`src/rtl/alu_seq_pkg.sv`:
```
// Shared types and constants for the ALU operation sequencer.
// Holds the FSM state encoding, default MUL/DIV opcodes and counter width.
package alu_seq_pkg;

   typedef enum logic [1:0] {
      ST_IDLE = 2'd0,
      ST_EXEC = 2'd1,
      ST_RESP = 2'd2
   } alu_seq_state_t;

   localparam logic [4:0] MUL_OPCODE_DEF = 5'b01111;
   localparam logic [4:0] DIV_OPCODE_DEF = 5'b10000;

   localparam int CNT_W = 4;

endpackage

```
`src/rtl/alu_op_sequencer.sv`:
```
// Multi-cycle sequencer for the shared ALU: request in, timed EXEC, Z pair out.
// Define ALU_SEQ_FLAGS_EN to add the registered rsp_zero/rsp_neg result flags.
module alu_op_sequencer
   import alu_seq_pkg::*;
#(
   parameter logic [4:0] MUL_OPCODE    = MUL_OPCODE_DEF,
   parameter logic [4:0] DIV_OPCODE    = DIV_OPCODE_DEF,
   parameter int         MULDIV_CYCLES = 4
) (
   input  logic        clk,
   input  logic        reset,
   input  logic        req_valid,
   output logic        req_ready,
   input  logic [4:0]  req_opcode,
   input  logic [31:0] req_ra,
   input  logic [31:0] req_rb,
   output logic [31:0] alu_ra,
   output logic [31:0] alu_rb,
   output logic [4:0]  alu_opcode,
   input  logic [63:0] alu_rz,
   output logic        rsp_valid,
   input  logic        rsp_ready,
   output logic [31:0] rsp_zhi,
   output logic [31:0] rsp_zlo,
   output logic        rsp_err,
`ifdef ALU_SEQ_FLAGS_EN
   output logic        rsp_zero,
   output logic        rsp_neg,
`endif
   output logic        busy
);

   localparam logic [1:0] S_IDLE = ST_IDLE;
   localparam logic [1:0] S_EXEC = ST_EXEC;
   localparam logic [1:0] S_RESP = ST_RESP;

   localparam logic [CNT_W-1:0] MD_LEN = CNT_W'(MULDIV_CYCLES);
   localparam logic [CNT_W-1:0] ONE    = CNT_W'(1);

   logic [1:0]       state;
   logic [CNT_W-1:0] cnt;
   logic             dz;

   logic             is_md;
   logic             div0;
   logic [CNT_W-1:0] len;
   logic             last;

   assign is_md = (req_opcode == MUL_OPCODE) || (req_opcode == DIV_OPCODE);
   assign div0  = (req_opcode == DIV_OPCODE) && (req_rb == 32'd0);

   // Divide by zero is resolved in one EXEC cycle whatever the opcode length.
   assign len  = (is_md && !div0) ? MD_LEN : ONE;
   assign last = (cnt == ONE);

   assign req_ready = (state == S_IDLE);
   assign busy      = (state != S_IDLE);

   always_ff @(posedge clk) begin
      if (reset) begin
         state      <= S_IDLE;
         cnt        <= '0;
         dz         <= 1'b0;
         alu_ra     <= '0;
         alu_rb     <= '0;
         alu_opcode <= '0;
         rsp_valid  <= 1'b0;
         rsp_err    <= 1'b0;
         rsp_zhi    <= '0;
         rsp_zlo    <= '0;
`ifdef ALU_SEQ_FLAGS_EN
         rsp_zero   <= 1'b0;
         rsp_neg    <= 1'b0;
`endif
      end else begin
         unique case (1'b1)
            (state == S_IDLE): begin
               if (req_valid) begin
                  alu_ra     <= req_ra;
                  alu_rb     <= req_rb;
                  alu_opcode <= req_opcode;
                  dz         <= div0;
                  cnt        <= len;
                  state      <= S_EXEC;
               end
            end
            (state == S_EXEC): begin
               cnt <= cnt - ONE;
               if (last) begin
                  rsp_zhi   <= dz ? 32'd0 : alu_rz[63:32];
                  rsp_zlo   <= dz ? 32'd0 : alu_rz[31:0];
                  rsp_err   <= dz;
`ifdef ALU_SEQ_FLAGS_EN
                  rsp_zero  <= dz ? 1'b1 : (alu_rz == 64'd0);
                  rsp_neg   <= dz ? 1'b0 : alu_rz[63];
`endif
                  rsp_valid <= 1'b1;
                  state     <= S_RESP;
               end
            end
            (state == S_RESP): begin
               if (rsp_ready) begin
                  rsp_valid <= 1'b0;
                  state     <= S_IDLE;
               end
            end
            default: begin
               state <= S_IDLE;
            end
         endcase
      end
   end

endmodule

```
`config.mk`:
```
export PLATFORM = sky130hd
export DESIGN_NAME = alu_op_sequencer
export DESIGN_NICKNAME = d
export VERILOG_FILES = /design/src/rtl/alu_seq_pkg.sv /design/src/rtl/alu_op_sequencer.sv
export SDC_FILE = /design/constraint.sdc
export NUM_CORES = 1
export LEC_CHECK = 0
export ABC_AREA = 1
export CAP_MARGIN = 20
export CORE_UTILIZATION = 43
export DETAILED_ROUTE_END_ITERATION = 7
export PLACE_DENSITY = 0.93
export SYNTH_ARGS = -nofsm -noshare
export SYNTH_HDL_FRONTEND = slang
export SYNTH_SLANG_ARGS = --single-unit
export TNS_END_PERCENT = 30
```
`constraint.sdc`:
```
create_clock -name clk -period 4.3 [get_ports clk]
set_input_delay 0.645 -clock clk [delete_from_list [all_inputs] [get_ports clk]]
set_output_delay 0.645 -clock clk [all_outputs]
set_load 0.005 [all_outputs]
```
==> run summary, run 1 <==
The run gives 0 as the count of final setup violators. Critical path data required time: 3.65 ns. The tree built by TritonCTS fans out to 142 sinks. Setup repair after global routing left no endpoint under its margin.

Across every metal layer, demand over resource in global routing totals 23.7%. Endpoint of the worst-slack reg-to-reg timing path: rsp_zhi[27]. The fraction of final layout cells with drive strength greater than 1 is 12.2%. Each instance of the synthesized netlist takes up on average 8.91 sq um.

The tools report the number of antenna violations at the first check in global routing as 0. After synthesis, the largest family of logic cells by area is compound AO/OA/AOI/OAI gates. The worst path meets setup with 2.16 ns of slack.

Yosys attributes the largest share of cell area to sky130_fd_sc_hd__dfxtp_1 52%, sky130_fd_sc_hd__nor2_1 14%, sky130_fd_sc_hd__a22oi_2 12%, sky130_fd_sc_hd__o21ai_0 6.4%, sky130_fd_sc_hd__a22oi_1 1.9%. Buffers inserted during clock tree synthesis total 17. The die is 114 microns wide.

The share of cell area taken by muxes after synthesis was 0%; the net switching power was 0.888 mW. The tools report the count of instances resized after the clock tree is built as 0. Walking the worst path, the cells encountered are nor2_2 -> clkdlybuf4s50_1.

The run gives 0 as the number of diodes. The logs give 4819 for the number of global-route vias before repair and 40 for the total number of placement rows. In this run the static leakage power is 3.24 nW. The logs give 34.6% for the remaining max-slew budget at the tightest pin and 13100 sq um for the die outline area. Once detailed placement completed, the half-perimeter wirelength came to 10800 microns. After the first detailed-routing iteration, the DRC count stood at 475. The tool flagged a number of max-cap violations equal to 0. The distinct cell type count of the synthesized netlist is 27, and the aggregate negative setup slack is 0 ns. After clock tree synthesis, the clock-pin slew on the worst setup and hold paths is 0.06 ns. Global routing used 41.7% of the available met2 tracks.

Sequential cells account for 40.6% of the total power. The final number of max-transition violations was 0; the maximum number of pins on one net before global-route repair was 73. For the met1 demand-to-capacity share in global routing, the log shows 27.1%. For this block, the via count after detailed routing is 5182.

For this run, the number of Yosys warnings is 0. Layer with the highest usage: met2. The startpoint of the worst-slack reg-to-reg timing path was cnt[1]. The critical path runs through a total of 2 cells. The clock reaches the later pin of the worst-skew pair after 0.41 ns. Combinational logic is responsible for 17.2% of the overall power. For the maximum ir drop on the vdd rail, the log shows 0.332 mV. The startpoint type of the worst setup path is a flip-flop. Of all nets on the critical path, the largest fanout is 4. The cell count after synthesis is 608. The area share of the largest cell type after synthesis was 52.5%; the core footprint was 12200 sq um. At the placement stage, the worst setup path has a slack of 1.79 ns. TritonCTS built the clock tree. The synthesized netlist devotes 21.7% of its cell area to compound gates. The post-route DRC violation count is 0. Global routing used 6.30% of the available met3 tracks. The post-synthesis register bit count is 142. Net switching is 24.5% of the power. The tools report the share of synthesized area occupied by flip-flops and latches as 52.5%. STA puts the critical path data arrival time at 1.50 ns. For the timing-limited maximum frequency, the log shows 0.466 GHz. The first global-routing pass estimated 23900 microns of wire. The area fraction in and, or, nand and nor cells after synthesis came out at 18.9%. The wire length after detailed routing came out at 15700 microns. The startpoint identified for the worst hold timing path is rsp_err.

Class of the tightest hold or removal check: reg -> reg. The logs give 0 for the final hold violation count and 5 for the detailed-router iteration count before antenna repair. The arithmetic-cell share of the synthesized area counting full adders, half adders and majority gates works out to 0.462%. The starting density of the core was 44.5%; the cell depth of the worst hold path was 2. Dividing the detail-routed wire length by the instance count gives 15.1 microns.

In this run the remaining antenna-violating nets after routing total 0. In the synthesized netlist the async set-or-reset flop fraction comes to 0%. For the pin with the worst max-slew slack, the measured transition is 0.981 ns. The clock passes through at most 2 buffers. The worst setup path is of the reg -> out kind.

The synthesized design contains 0 enable-type register cells. The root buffer cell chosen for the clock tree is sky130_fd_sc_hd__clkbuf_16. For the post-CTS setup-driven buffer insertion count, the log shows 0.

The smallest clock period supported by the final layout is computed as 2.14 ns. The buffers plus inverters on the worst setup path was 1; the post-route core utilization was 71.8%. The maximum cell stage delay along the critical path was 0.53 ns.

Maximum level of the CTS H-tree: 4. The number of filler instances in the final layout was 911. For this run, the leading register cell type out of synthesis is sky130_fd_sc_hd__dfxtp_1. Register cell area after layout: 2840 sq um. The final weighted congestion in routability-driven placement was 0.818; the post-synthesis instance area was 5420 sq um. Synthesis produced a netlist with a net count of 747. The run finished with clean final reports. 274 I/O pins were placed. Clock skew: 0.00742 ns.

The run gives 0 as the number of hold buffers added after cts. In the final layout, the multi-input gates occupy 2230 sq um. STA classifies the critical path endpoint as an output port.

The cell with the largest stage delay on the worst path is sky130_fd_sc_hd__clkdlybuf4s50_1. The number of cells on the worst reg-to-reg path is 6. The share of the clock period used by the worst path is 49.9%, and the mean number of vias per cell is 4.97. Among cell families on the critical path, the largest total delay comes from buffers and inverters. The power density over cell area was 415 nW/um^2. Relative to the synthesized area, the layout overhead comes to 61.2%. Layout net count: 1001. For the internal reg-to-reg setup slack, the log shows 2.27 ns. Cell taking the most area after synthesis: sky130_fd_sc_hd__dfxtp_1.

Buffers placed on the I/O ports in this run total 273. The design draws 3.62 mW. The overall die height was 114 microns.

Of the total power, the clock network draws 42.3%. The run gives 0 as the overflow left after global routing. The tools report the worst hold path endpoint as rsp_err. Internal power comes to 2.73 mW. After Yosys synthesis, XOR and XNOR cells account for 0% of the synthesized area.
-- power by group through the flow --
stage	clock, mW	combinational (mW)	sequential (mW)
4_1_cts	1.56	0.625	1.47
2_1_floorplan	0	0.262	1.50
3_3_place_gp	0	0.606	1.49
6_report	1.53	0.621	1.47
5_1_grt	1.61	0.675	1.48
3_5_place_dp	0	0.620	1.50
-- synth_stat cells, types with 3 or more instances --
library cell               count
sky130_fd_sc_hd__buf_8         4
sky130_fd_sc_hd__buf_4         6
sky130_fd_sc_hd__o21ai_1       3
sky130_fd_sc_hd__clkbuf_1     21
sky130_fd_sc_hd__nand2_1      19
sky130_fd_sc_hd__buf_2         7
sky130_fd_sc_hd__a22oi_2      50
sky130_fd_sc_hd__o21ai_0      69
sky130_fd_sc_hd__inv_1        15
sky130_fd_sc_hd__buf_6         6
sky130_fd_sc_hd__a22oi_1      14
sky130_fd_sc_hd__dfxtp_1     142
sky130_fd_sc_hd__nor2_1      209
sky130_fd_sc_hd__nor2_2       11
sky130_fd_sc_hd__a21oi_1      13
sky130_fd_sc_hd__nand3_1       5
-- placed cells by master (no fill, tap or decap), types with 2 or more instances in the layout --
master / n
sky130_fd_sc_hd__clkdlybuf4s50_1: 272
sky130_fd_sc_hd__nor2_1: 209
sky130_fd_sc_hd__dfxtp_1: 142
sky130_fd_sc_hd__o21ai_0: 69
sky130_fd_sc_hd__a22oi_2: 50
sky130_fd_sc_hd__nand2_1: 19
sky130_fd_sc_hd__clkbuf_16: 17
sky130_fd_sc_hd__inv_1: 14
sky130_fd_sc_hd__a22oi_1: 14
sky130_fd_sc_hd__a21oi_1: 13
sky130_fd_sc_hd__nor2_2: 11
sky130_fd_sc_hd__buf_4: 6
sky130_fd_sc_hd__nand3_1: 5
sky130_fd_sc_hd__clkinvlp_4: 5
sky130_fd_sc_hd__bufinv_16: 4
sky130_fd_sc_hd__clkinv_2: 4
sky130_fd_sc_hd__o21ai_1: 3
sky130_fd_sc_hd__inv_2: 2
sky130_fd_sc_hd__nor2_4: 2
sky130_fd_sc_hd__nand4_1: 2
sky130_fd_sc_hd__ha_1: 2
-- routing by layer --
| layer | share of wire [%] | vias to the layer above |
|---|---|---|
| met5 | 0 | - |
| met4 | 2.5 | 0 |
| met3 | 5.0 | 34 |
| met2 | 52 | 195 |
| met1 | 40 | 2416 |
| li1 | - | 2537 |
-- flip-flops by register name, indices dropped and copies added (netlist names) --
register,flops
cnt,4
rsp_valid,1
alu_opcode,5
rsp_err,1
rsp_zlo,32
alu_ra,32
rsp_zhi,32
alu_rb,32
dz,1
state,2
-- worst min-delay path: stages (launching register included) --
cell and delay [ns]:
sky130_fd_sc_hd__dfxtp_1 0.31, sky130_fd_sc_hd__inv_1 0.05, sky130_fd_sc_hd__a211oi_1 0.06
-- per-stage QoR --
| step | cells | instance area [sq um] | hold WS [ns] |
|---|---|---|---|
| after detailed placement | 1011 | 8110 | 0.451 |
| after CTS | 1043 | 8730 | 0.465 |
| after global placement | 1011 | 8110 | 0.448 |
| final | 1043 | 8730 | 0.461 |
| after global routing | 1043 | 8730 | 0.491 |
| after floorplan | 608 | 5420 | 0.453 |
-- cell families (layout without fill, tap and decap cells) --
family / after synthesis / count (layout)
and+or+nand+nor: 252 / 252
buffers and inverters: 60 / 327
AOI/OAI and AO/OA: 152 / 152
adders and majority gates: 2 / 2
DFF: 142 / 142
-- final cells by class --
| class | count | area share (%) |
|---|---|---|
| repair buffers | 279 | 31.7 |
| flip-flops and latches | 142 | 32.5 |
| well taps | 168 | 2.41 |
| multi-input cells | 406 | 25.5 |
| clock buffers | 17 | 4.87 |
| clock inverters | 15 | 2.23 |
| inverters | 16 | 0.688 |
-- worst max path at each step --
| stage | start | endpoint | slack, ns |
|---|---|---|---|
| 3_5_place_dp | req_valid | alu_ra[28] | 1.79 |
| 5_1_grt | req_valid | alu_rb[4] | 2.08 |
| 3_3_place_gp | req_valid | alu_ra[17] | 1.83 |
| 2_1_floorplan | reset | rsp_zlo[22] | 2.80 |
| 4_1_cts | state[1] | req_ready | 2.13 |
| 6_report | state[1] | req_ready | 2.16 |
(Power assumes the default switching activity.)
==> run 2: changes to the inputs <==
Settings changed: CORE_UTILIZATION 43 to 40, PLACE_DENSITY 0.93 to 0.88.
Clock period 4.3 ns to 2.1 ns, I/O delays scaled along.
==> run 2 against run 1 <==
Against the previous run:
- flip-flop and latch count unchanged
- hold slack improved by 0.0025 ns
- critical path depth unchanged
- largest power group is now sequential cells
- total power increased by 100%
- final cell count increased by 1.1%
- worst setup slack got worse by 1.9 ns
==> run summary, run 2 (synthesis results as in run 1) <==
The flow ran to the end, and the final reports show no timing, DRC or antenna violations. The area growth from synthesis to layout is 62.2%. The library cell used most frequently in the layout, excluding fill and tap cells, is sky130_fd_sc_hd__clkdlybuf4s50_1. Adding up every negative setup slack in the final design gives 0 ns.

The worst register-to-register path ends at rsp_zhi[23]. Of all nets on the critical path, the largest fanout is 4. The power density over cell area is 828 nW/um^2.

The share of the clock period used by the worst path is 86.5%. For this run, the top clock speed supported by timing is 0.550 GHz. The maximum ir drop on the vdd rail is 0.558 mV, and the final weighted congestion in routability-driven placement is 0.778. Global routing used 22.3% of the available tracks across all layers. End point of the critical path: req_ready. The worst register-to-register path begins at cnt[1].

The clock skew is 0.00672 ns, and the average wire per standard cell is 14.8 microns. The startpoint type of the worst setup path is a flip-flop. The internal reg-to-reg setup slack was 0.51 ns.

The nature of the critical path endpoint was an output port. The worst hold path was traced through 2 stages. In this run, post-CTS hold repair placed 0 buffers. The tools report the number of buffers between clock root and the deepest sink as 2. The cell area after placement is 8200 sq um. Fill cells in the final layout number 1056. The number of buffers created by CTS was 17; the remaining antenna violation count was 0. The number of placed I/O pins is 274. TritonCTS built the clock tree. For the overflow left after global routing, the log shows 0. The run gives 0 as the final number of max-transition violations.

The via count was 5078. The later-pin clock latency in the skew report is 0.41 ns, and the maximum number of pins on one net before global-route repair is 71. Once placement completed, the tool counted placed cells totaling 1023. The finished layout holds 1054 standard cells, fillers aside. The type of the worst setup path is reg -> out. The top cell types in the final layout, fill and taps aside, are 272 x sky130_fd_sc_hd__clkdlybuf4s50_1, 209 x sky130_fd_sc_hd__nor2_1, 142 x sky130_fd_sc_hd__dfxtp_1.

For the total power draw, the log shows 7.27 mW. The run gives 1005 as the layout net count. The post-route DRC violation count came out at 0.

The die covers 14000 sq um. For the critical path data required time, the log shows 1.78 ns. In this run the worst setup path begins at state[1]. Port buffering added 273 buffers.

The remaining max-slew budget at the tightest pin was 44.9%. Cells with a size suffix above 1 make up 12.0% of the layout. Core footprint: 13200 sq um. The logs give 24500 microns for the first-pass GRT wire length and 142 for the number of clock sinks. Once the floorplan was initialized, standard cells occupied 40.9% of the core. The overall die width came out at 118 microns. Setup repair after global routing left no endpoint under its margin.

The detailed-router iteration count before antenna repair is 4, and the slew at the pin with the worst max-slew slack is 0.827 ns. The clock edge transition at the registers on the reported setup and hold paths is 0.06 ns. The die is 118 microns tall. Across the run, the number of max-cap violations was 0. The reported leakage power is 3.27 nW. The initial detailed-routing violation count is 322, and the number of antenna violations at the first check in global routing is 1. The H-tree was split into 4 levels. The root buffer cell chosen for the clock tree is sky130_fd_sc_hd__clkbuf_16. The shortest period the worst path allows was 1.82 ns; the count of instances resized after the clock tree is built was 0. The wire length after detailed routing was 15600 microns; the detailed placement HPWL was 11000 microns.

The final hold violation count is 0. The number of global-route vias before repair was 4927. Measured in cells, the most critical reg-to-reg path has a length of 7.

Count of final setup violators: 0. The floorplan has 42 rows. For the worst setup path, the data arrival time is 1.50 ns.

The number of setup buffers added after CTS is 0. After routing the design area is 8790 sq um. The class of the tightest hold or removal check was reg -> reg. Dividing the detail-routed via count by the number of cells gives 4.82.

The tightest hold path in the finished design has a slack of 0.463 ns.
## run 2: area by class of cell
| class | count | area (sq um) | share of cell area, % |
|---|---|---|---|
| timing repair buffer | 283 | 2850 | 32.5 |
| sequential | 142 | 2840 | 32.4 |
| multi-input combinational | 406 | 2230 | 25.4 |
| clock buffer | 23 | 468 | 5.33 |
| tap | 176 | 220 | 2.51 |
| clock inverter | 7 | 113 | 1.28 |
| inverter | 16 | 60.1 | 0.683 |
| antenna | 1 | 2.50 | 0.0285 |
## run 2: per-layer routing
layer | track usage, % | vias to the layer above | routed length (microns)
li1 | - | 2534 | -
met1 | 24.7 | 2356 | 6280
met2 | 39.9 | 161 | 8020
met3 | 6.32 | 27 | 823
met4 | 9.10 | 0 | 426
met5 | 0 | - | 0
## run 2: report_power, final
group          leakage [nW]  internal [mW]  switching, mW
clock network         0.283           1.91           1.07
registers              1.16           2.90          0.113
logic                  1.82          0.738          0.547
## run 2: worst min-delay path by stage
stage / slack, ns / to / startpoint
after global routing: 0.48 / rsp_err / rsp_err
after CTS: 0.46 / rsp_err / rsp_err
after detailed placement: 0.46 / rsp_err / rsp_err
after global placement: 0.45 / rsp_err / rsp_err
final: 0.46 / rsp_err / rsp_err
after floorplan: 0.45 / rsp_zhi[0] / alu_rz[32]
## run 2: critical path: stages (launching register included)
cell and delay [ns]:
sky130_fd_sc_hd__dfxtp_1 0.35, sky130_fd_sc_hd__nor2_2 0.21, sky130_fd_sc_hd__clkdlybuf4s50_1 0.53
## run 2: metrics by stage
stage,setup slack [ns],utilization (%)
6_report,0.283,66.4
5_1_grt,0.187,66.4
4_1_cts,0.259,66.3
3_5_place_dp,0.456,62.0
3_3_place_gp,0.495,62.0
2_1_floorplan,0.728,-
==> run 3: changes to the inputs <==
Settings changed: CORE_UTILIZATION 40 to 30, PLACE_DENSITY 0.88 to 0.71.
==> run 3 against run 2 <==
Against the previous run:
- hold slack lost 0.00056 ns
- critical path depth is the same
- total power shrank 0.85%
- clock skew grew 0.0012 ns
- design area grew 1.7%
- first-iteration DRC count shrank 53%
- register-to-register slack lost 0.19 ns
- clock power shrank 3%
- largest cell class unchanged
- largest power group unchanged
- highest routed layer unchanged
==> run summary, run 3 (synthesis results as in run 1) <==
The flow ran to the end, and the final reports show no timing, DRC or antenna violations. Adding up every negative setup slack in the final design gives 0 ns. The critical path arrival was 1.49 ns; the wire length after detailed routing was 15900 microns. The count of final setup violators was 0; the global-route usage over all layers was 16.9%. The post-CTS setup-driven buffer insertion count is 0. Measured in cells, the most critical reg-to-reg path has a length of 7. For the reported leakage power, the log shows 3.32 nW.

The worst setup margin is 0.295 ns, and the count of instances resized after the clock tree is built is 0. Once the floorplan was initialized, standard cells occupied 31.0% of the core. For this design the ratio of total power to cell area is 807 nW/um^2. Entering global routing, the biggest net connects 71 pins. The critical path is of the reg -> out type. From synthesis to final layout, the design area changed by 64.9%. The region available for standard cell placement spans 17500 sq um. The worst-path maximum fanout is 4. The number of diodes is 0. The final route contains 4980 vias. The clock skew was 0.00793 ns; the remaining antenna violation count was 0. In this run the worst hold path is classified as reg -> reg. Based on the critical path, the design can be clocked at up to 0.554 GHz.

Counting every sink on the clock net gives 142. The die outline area came out at 18600 sq um. The worst-case IR drop observed on VDD is 0.533 mV. The number of port buffers was 273. The clock tree root buffer cell is sky130_fd_sc_hd__clkbuf_16. After clock tree synthesis, the flow added hold-fix buffers numbering 0. In the layout the commonest cells are 272 x sky130_fd_sc_hd__clkdlybuf4s50_1, 209 x sky130_fd_sc_hd__nor2_1, 142 x sky130_fd_sc_hd__dfxtp_1. The fraction of final layout cells with drive strength greater than 1 was 13.3%. The tool flagged a number of max-cap violations equal to 0. The mean number of vias per cell works out to 4.48. The worst hold path endpoint is rsp_err.

The detailed placement HPWL was 11400 microns; the initial detailed-routing violation count was 151. The final layout contains 1012 nets. At the placement stage, the worst setup path has a slack of 0.322 ns. The clock edge transition at the registers on the reported setup and hold paths came out at 0.06 ns. In this run the count of I/O pins placed on the die edge is 274. TritonCTS built the clock tree. The tools report the nature of the critical path endpoint as an output port. In this run the core area contains 48 standard-cell rows.

The number of buffers created by CTS came out at 17. For the pin with the worst max-slew slack, the measured transition is 0.804 ns. Critical hold path startpoint: rsp_err. The clock tree synthesis step divided the H-tree into 4 levels. Number of antenna violations at the first check in global routing: 0. The startpoint identified for the worst register-to-register timing path is cnt[1]. The floorplan step set the die width to 136 microns.

The tools report the final hold slack as 0.463 ns. The first global-routing pass estimated 24300 microns of wire. The worst setup path is launched from a flip-flop. After detailed routing, the average wire length per cell comes to 14.3 microns. The signal on the critical path passes through nor2_2 -> clkdlybuf4s50_1.

The final hold violation count is 0. The final number of max-transition violations is 0. The cell with the largest stage delay on the worst path is sky130_fd_sc_hd__clkdlybuf4s50_1. STA puts the critical path data required time at 1.78 ns. For this run, the slowest stage of the critical path takes 0.53 ns. The shortest period the worst path allows was 1.81 ns; the post-route DRC violation count was 0.

Overall die height: 136 microns. The tools report the later-pin clock latency in the skew report as 0.41 ns. Internal reg-to-reg setup slack: 0.32 ns. The detailed-router iteration count before antenna repair is 4, and the overflow left after global routing is 0. Leaving out fill and tap cells, the most frequent cell in the layout is sky130_fd_sc_hd__clkdlybuf4s50_1. After layout, the worst path uses 86.0% of the clock period. The number of global-route vias before repair was 4694; the cell depth of the worst hold path was 2. In this run the tightest slew margin relative to its limit is 46.4%.

The worst register-to-register path ends at rsp_zhi[9]. Setup repair after global routing left no endpoint under its margin. The congestion estimate from routability-driven global placement came to 0.801. The run gives 2 as the number of buffers between clock root and the deepest sink.
[run 3: power by group]
group	switching, mW	internal [mW]	total, mW
Clock	1.19	1.70	2.89
Sequential	0.107	2.89	3.00
Combinational	0.553	0.770	1.32
[run 3: metrics by stage]
stage,cell area [sq um],std cells,utilization (%),power (mW)
after global routing,8940,1111,51.1,7.57
after detailed placement,8370,1079,47.9,4.39
after CTS,8940,1111,51.1,7.32
after floorplan,5420,608,-,3.61
after global placement,8370,1079,47.9,4.38
final,8940,1111,51.1,7.21
[run 3: final cells by class]
| class | count | area (sq um) |
|---|---|---|
| inverters | 16 | 60.1 |
| clock inverters | 13 | 115 |
| clock buffers | 19 | 453 |
| fillers | 1616 | 8540 |
| multi-input cells | 406 | 2230 |
| flip-flops and latches | 142 | 2840 |
| repair buffers | 290 | 2960 |
| well taps | 225 | 282 |
[run 3: per-layer routing]
layer,wire [microns],share of wire (%),GRT usage (%)
met1,7050,44,21.0
met2,7840,49,27.9
met3,728,4.6,4.40
met4,291,1.8,6.54
met5,0,0,0
[run 3: worst max-delay path by stage]
stage	end	slack, ns	start
global route	rsp_zhi[17]	0.14	cnt[1]
floorplan	rsp_zhi[22]	0.73	cnt[1]
finish	req_ready	0.29	state[1]
CTS	req_ready	0.26	state[1]
global placement	alu_opcode[0]	0.37	reset
detailed placement	rsp_zhi[1]	0.32	cnt[1]
[run 3: critical path: cells and delay by family (launching register included)]
family / cells / cell delay, ns
buffers and inverters: 1 / 0.53
AND/OR/NAND/NOR: 1 / 0.19
flip-flops: 1 / 0.36
==> patch 1: new RTL, flow settings as in run 2 <==
Set the package constant `CNT_W` to 6 (it was 4).
--- a/src/rtl/alu_seq_pkg.sv
+++ b/src/rtl/alu_seq_pkg.sv
@@ -12,5 +12,5 @@
    localparam logic [4:0] DIV_OPCODE_DEF = 5'b10000;
 
-   localparam int CNT_W = 4;
+   localparam int CNT_W = 6;
 
 endpackage
Function: no difference found for any inputs over 4 cycles, from zero or initial values and one cycle with reset high; that may be too few to reach the edited logic, so the function may still have changed.
==> patch 1 against run 2 <==
Critical path depth grew 1. Total power grew 0.46%. Cell area grew 2.9%. Maximum frequency shrank 6.3%. Setup slack lost 0.12 ns. Wire length grew 2.5%. Largest power group unchanged. Largest cell class unchanged. Sequential cell count grew 2. Area after synthesis grew 4.1%.
==> patch 1: results (changes against run 2) <==
* Grt met3 use at 7.877% (+1.6 points)
* Routability-driven placement congestion ratio at 0.7355 (-5.4%)
* Avg Synthesized Cell Area at 9.068 sq um (+1.8%)
* Vias/cell at 4.854 (+0.75%)
* Layout cell share with drive strength beyond 1 at 16.87% (+4.9 points)
* Commonest cells in the netlist: nor2_1, dfxtp_1, o21ai_0
* Initial antenna violation count at 0 (-1)
* Wl on met1 at 6.681 mm (+6.4%)
* WL met3 at 1.333 mm (+62%)
* Worst vdd ir at 0.0005118 V (-8.3%)
* RR Startpoint: cnt[0]$_SDFFE_PP0P_
* Hold Path Depth at 3 (+1)
* Cell Area, Placed at 8458 sq um (+3.1%)
* Status: completed
* Static leakage at 3.355 nW (+2.7%)
* Fin Clk Skew at 0.008741 ns (+0.002017 ns)
* Routing usage on met2 at 37.79% (-2.1 points)
* Final HPWL DP at 11.18 mm (+1.9%)
* DR iter-0 viols at 280 (-13%)
* Worst hold path type: input pin to flop
* Hold path startpoint: req_ra[27]
* Global-route wire length before repair at 25.17 mm (+2.7%)
* Inst Count DP at 1043 (+2.0%)
* N_diodes at 0 (-1)
* Met1 Usage GRT at 24.63% (-0.044 points)
* Post-synth cell types at 29 (+7.4%)
* Gr usage total at 21.99% (-0.29 points)
* Power Total at 7.307 mW (+0.46%)
* Crit path DAT at 1.63 ns (+0.13 ns)
* DR WL/cell at 14.84 um (+0.54%)
* Relative max-transition margin at 31.35% (-14 points)
-- patch 1: path summary, 6_finish.rpt --
kind | end | slack, ns
min | alu_ra[27]$_SDFFE_PP0P_ | 0.49
max | busy | 0.16
min reg2reg | rsp_zlo[9]$_SDFFE_PP0P_ | 0.50
max reg2reg | rsp_zlo[1]$_SDFFE_PP0P_ | 0.30
-- patch 1: layout make-up --
type	instances	area (sq um)	area share, %
well taps	180	225.2	2.490
repair buffers	285	2895	32.01
flip-flops and latches	144	2883	31.88
clock inverters	9	107.6	1.190
clock buffers	23	478.0	5.285
inverters	18	67.56	0.7471
multi-input cells	416	2387	26.40
-- patch 1: cell families after synthesis --
logic type | synth area share, %
DFF | 51.11
and+or+nand+nor | 20.76
AOI/OAI and AO/OA | 20.99
buffers and inverters | 6.699
adders and majority gates | 0.4436
-- patch 1: tightest hold or removal path, stage by stage --
cell,delay (ns)
clkdlybuf4s50_1,0.39
nor2_1,0.10
nor2_1,0.05
==> patch 2: new RTL, flow settings as in run 2 <==
Without the edit above. Make the reset (`reset`) asynchronous in one clocked block.
--- a/src/rtl/alu_op_sequencer.sv
+++ b/src/rtl/alu_op_sequencer.sv
@@ -57,5 +57,5 @@
    assign busy      = (state != S_IDLE);
 
-   always_ff @(posedge clk) begin
+   always_ff @(posedge clk or posedge reset) begin
       if (reset) begin
          state      <= S_IDLE;
Formal check against the unedited RTL: differs if reset is asserted again (counterexample within 4 cycles, from zero or initial values and one cycle with reset high); with reset held inactive, the same outputs for 4 cycles.
==> patch 2 against run 2 <==
Synthesized cell count decreased by 14%. Wire length increased by 1.0%. Count of clock-buffer cells in the layout decreased by 3. Worst hold slack got worse by 0.19 ns. Area after synthesis increased by 0.97%. Cell area increased by 2.1%. Setup slack got worse by 0.043 ns. Sequential cell count unchanged. Critical endpoint unchanged.
Power is not compared: it rests on default switching activity, and its combinational part moved more than twofold at a synthesized area within 25%.
==> patch 2: results (changes against run 2) <==
* Detailed Routing Iterations Pass 1 at 4 (unchanged)
* Sequential element share of the synthesized area at 64.96% (+12 points)
* Final wirelength at 15.72 mm (+1.0%)
* Crit path DAT at 1.54 ns (+0.04 ns)
* Status: completed
* Fill count at 976 (-7.6%)
* Top cells by area, synth: dfrtp_1, nand2_1, a22o_1, buf_6, nor2_1
* Gr usage total at 23.38% (+1.1 points)
* Largest net degree at the start of global routing at 80 (+13%)
* Nets at 931 (-7.4%)
* Vias/cell at 4.836 (+0.37%)
* Routability-driven placement congestion ratio at 0.8020 (+3.1%)
* Vias in the first global route at 4793 (-2.7%)
* Synth Net Count at 660 (-12%)
* Initial antenna violation count at 0 (-1)
* Cell Area, Placed at 8361 sq um (+1.9%)
* Worst hold path type: input pin to asynchronous set/reset pin
* Global-route wire length before repair at 25.44 mm (+3.8%)
* Fin Clk Skew at 0.008839 ns (+0.002114 ns)
* Commonest cells in the netlist: nand2_1, dfrtp_1, a22o_1
* Post-synth cell types at 23 (-15%)
* DR iter-0 viols at 351 (+9.0%)
* Share of flip-flops with an asynchronous set or reset at 100.0% (+100 points)
* # resized after CTS at 0 (unchanged)
* Layout cell share with drive strength beyond 1 at 5.963% (-6.0 points)
* N_diodes at 0 (-1)
* Worst vdd ir at 0.0006800 V
* Synth Flop Type: dfrtp_1
* Final HPWL DP at 11.02 mm (+0.43%)
* Relative max-transition margin at 68.99% (+24 points)
## patch 2: cell families after synthesis
family / after synthesis / synth area share, %
flops: 142 / 64.96
mux: 1 / 0.1830
compound gates: 77 / 11.55
fa+ha+maj: 2 / 0.4574
buf+inv: 42 / 4.666
simple gates: 257 / 18.18
## patch 2: worst paths after layout
kind | from | endpoint | slack [ns] | cells past startpoint
worst max-delay path | state[0]$_DFFE_PP0P_ | req_ready | 0.24 | 2
worst min-delay path | reset | rsp_zlo[16]$_DFFE_PP0P_ | 0.27 | 2
worst max register to register | cnt[1]$_DFFE_PP0P_ | rsp_zhi[26]$_DFFE_PP0P_ | 0.46 | 7
worst min register to register | alu_rb[29]$_DFFE_PP0P_ | alu_rb[29]$_DFFE_PP0P_ | 0.47 | 2
max in group asynchronous | reset | alu_ra[5]$_DFFE_PP0P_ | 1.19 | 3
min in group clk | req_ra[1] | alu_ra[1]$_DFFE_PP0P_ | 0.43 | 3
## patch 2: layer usage
layer  GRT usage [%]  part of all wire [%]  up-vias
li1                -                     -     2249
met1           28.86                    40     2249
met2           38.27                    49      232
met4           6.962                   1.0        0
met5               0                     0        -
met3           8.669                   9.9       14
## patch 2: worst max-delay path: stages (launching register included)
cell and delay, ns:
dfrtp_1 0.42, nor2_2 0.20, clkdlybuf4s50_1 0.53
## patch 2: final cells by class
| class | count | share of cell area, % |
|---|---|---|
| Inverter | 13 | 0.5855 |
| Clock inverter | 12 | 1.757 |
| Tap cell | 176 | 2.454 |
| Clock buffer | 20 | 5.089 |
| Timing Repair Buffer | 281 | 31.95 |
| Multi-Input combinational cell | 337 | 18.57 |
| Sequential cell | 142 | 39.59 |
## patch 2: report_power, final
| part | internal [mW] | switching, mW | leakage [nW] |
|---|---|---|---|
| combinational | 3.34 | 2.17 | 2.09 |
| clock | 1.94 | 1.15 | 0.293 |
| sequential | 4.03 | 0.762 | 1.77 |
| total | 9.32 | 4.08 | 4.15 |
## patch 2: through the flow
step	utilization [%]	worst slack [ns]	hold slack, ns	cells	total power, mW
after floorplan	-	0.007930	0.4013	521	7.045
after global placement	62.88	0.4542	0.4612	949	10.15
after detailed placement	62.88	0.4294	0.4636	949	10.35
after CTS	67.50	0.2118	0.2666	981	13.54
after global routing	67.50	0.1678	0.2843	981	14.27
final	67.50	0.2402	0.2722	981	13.39
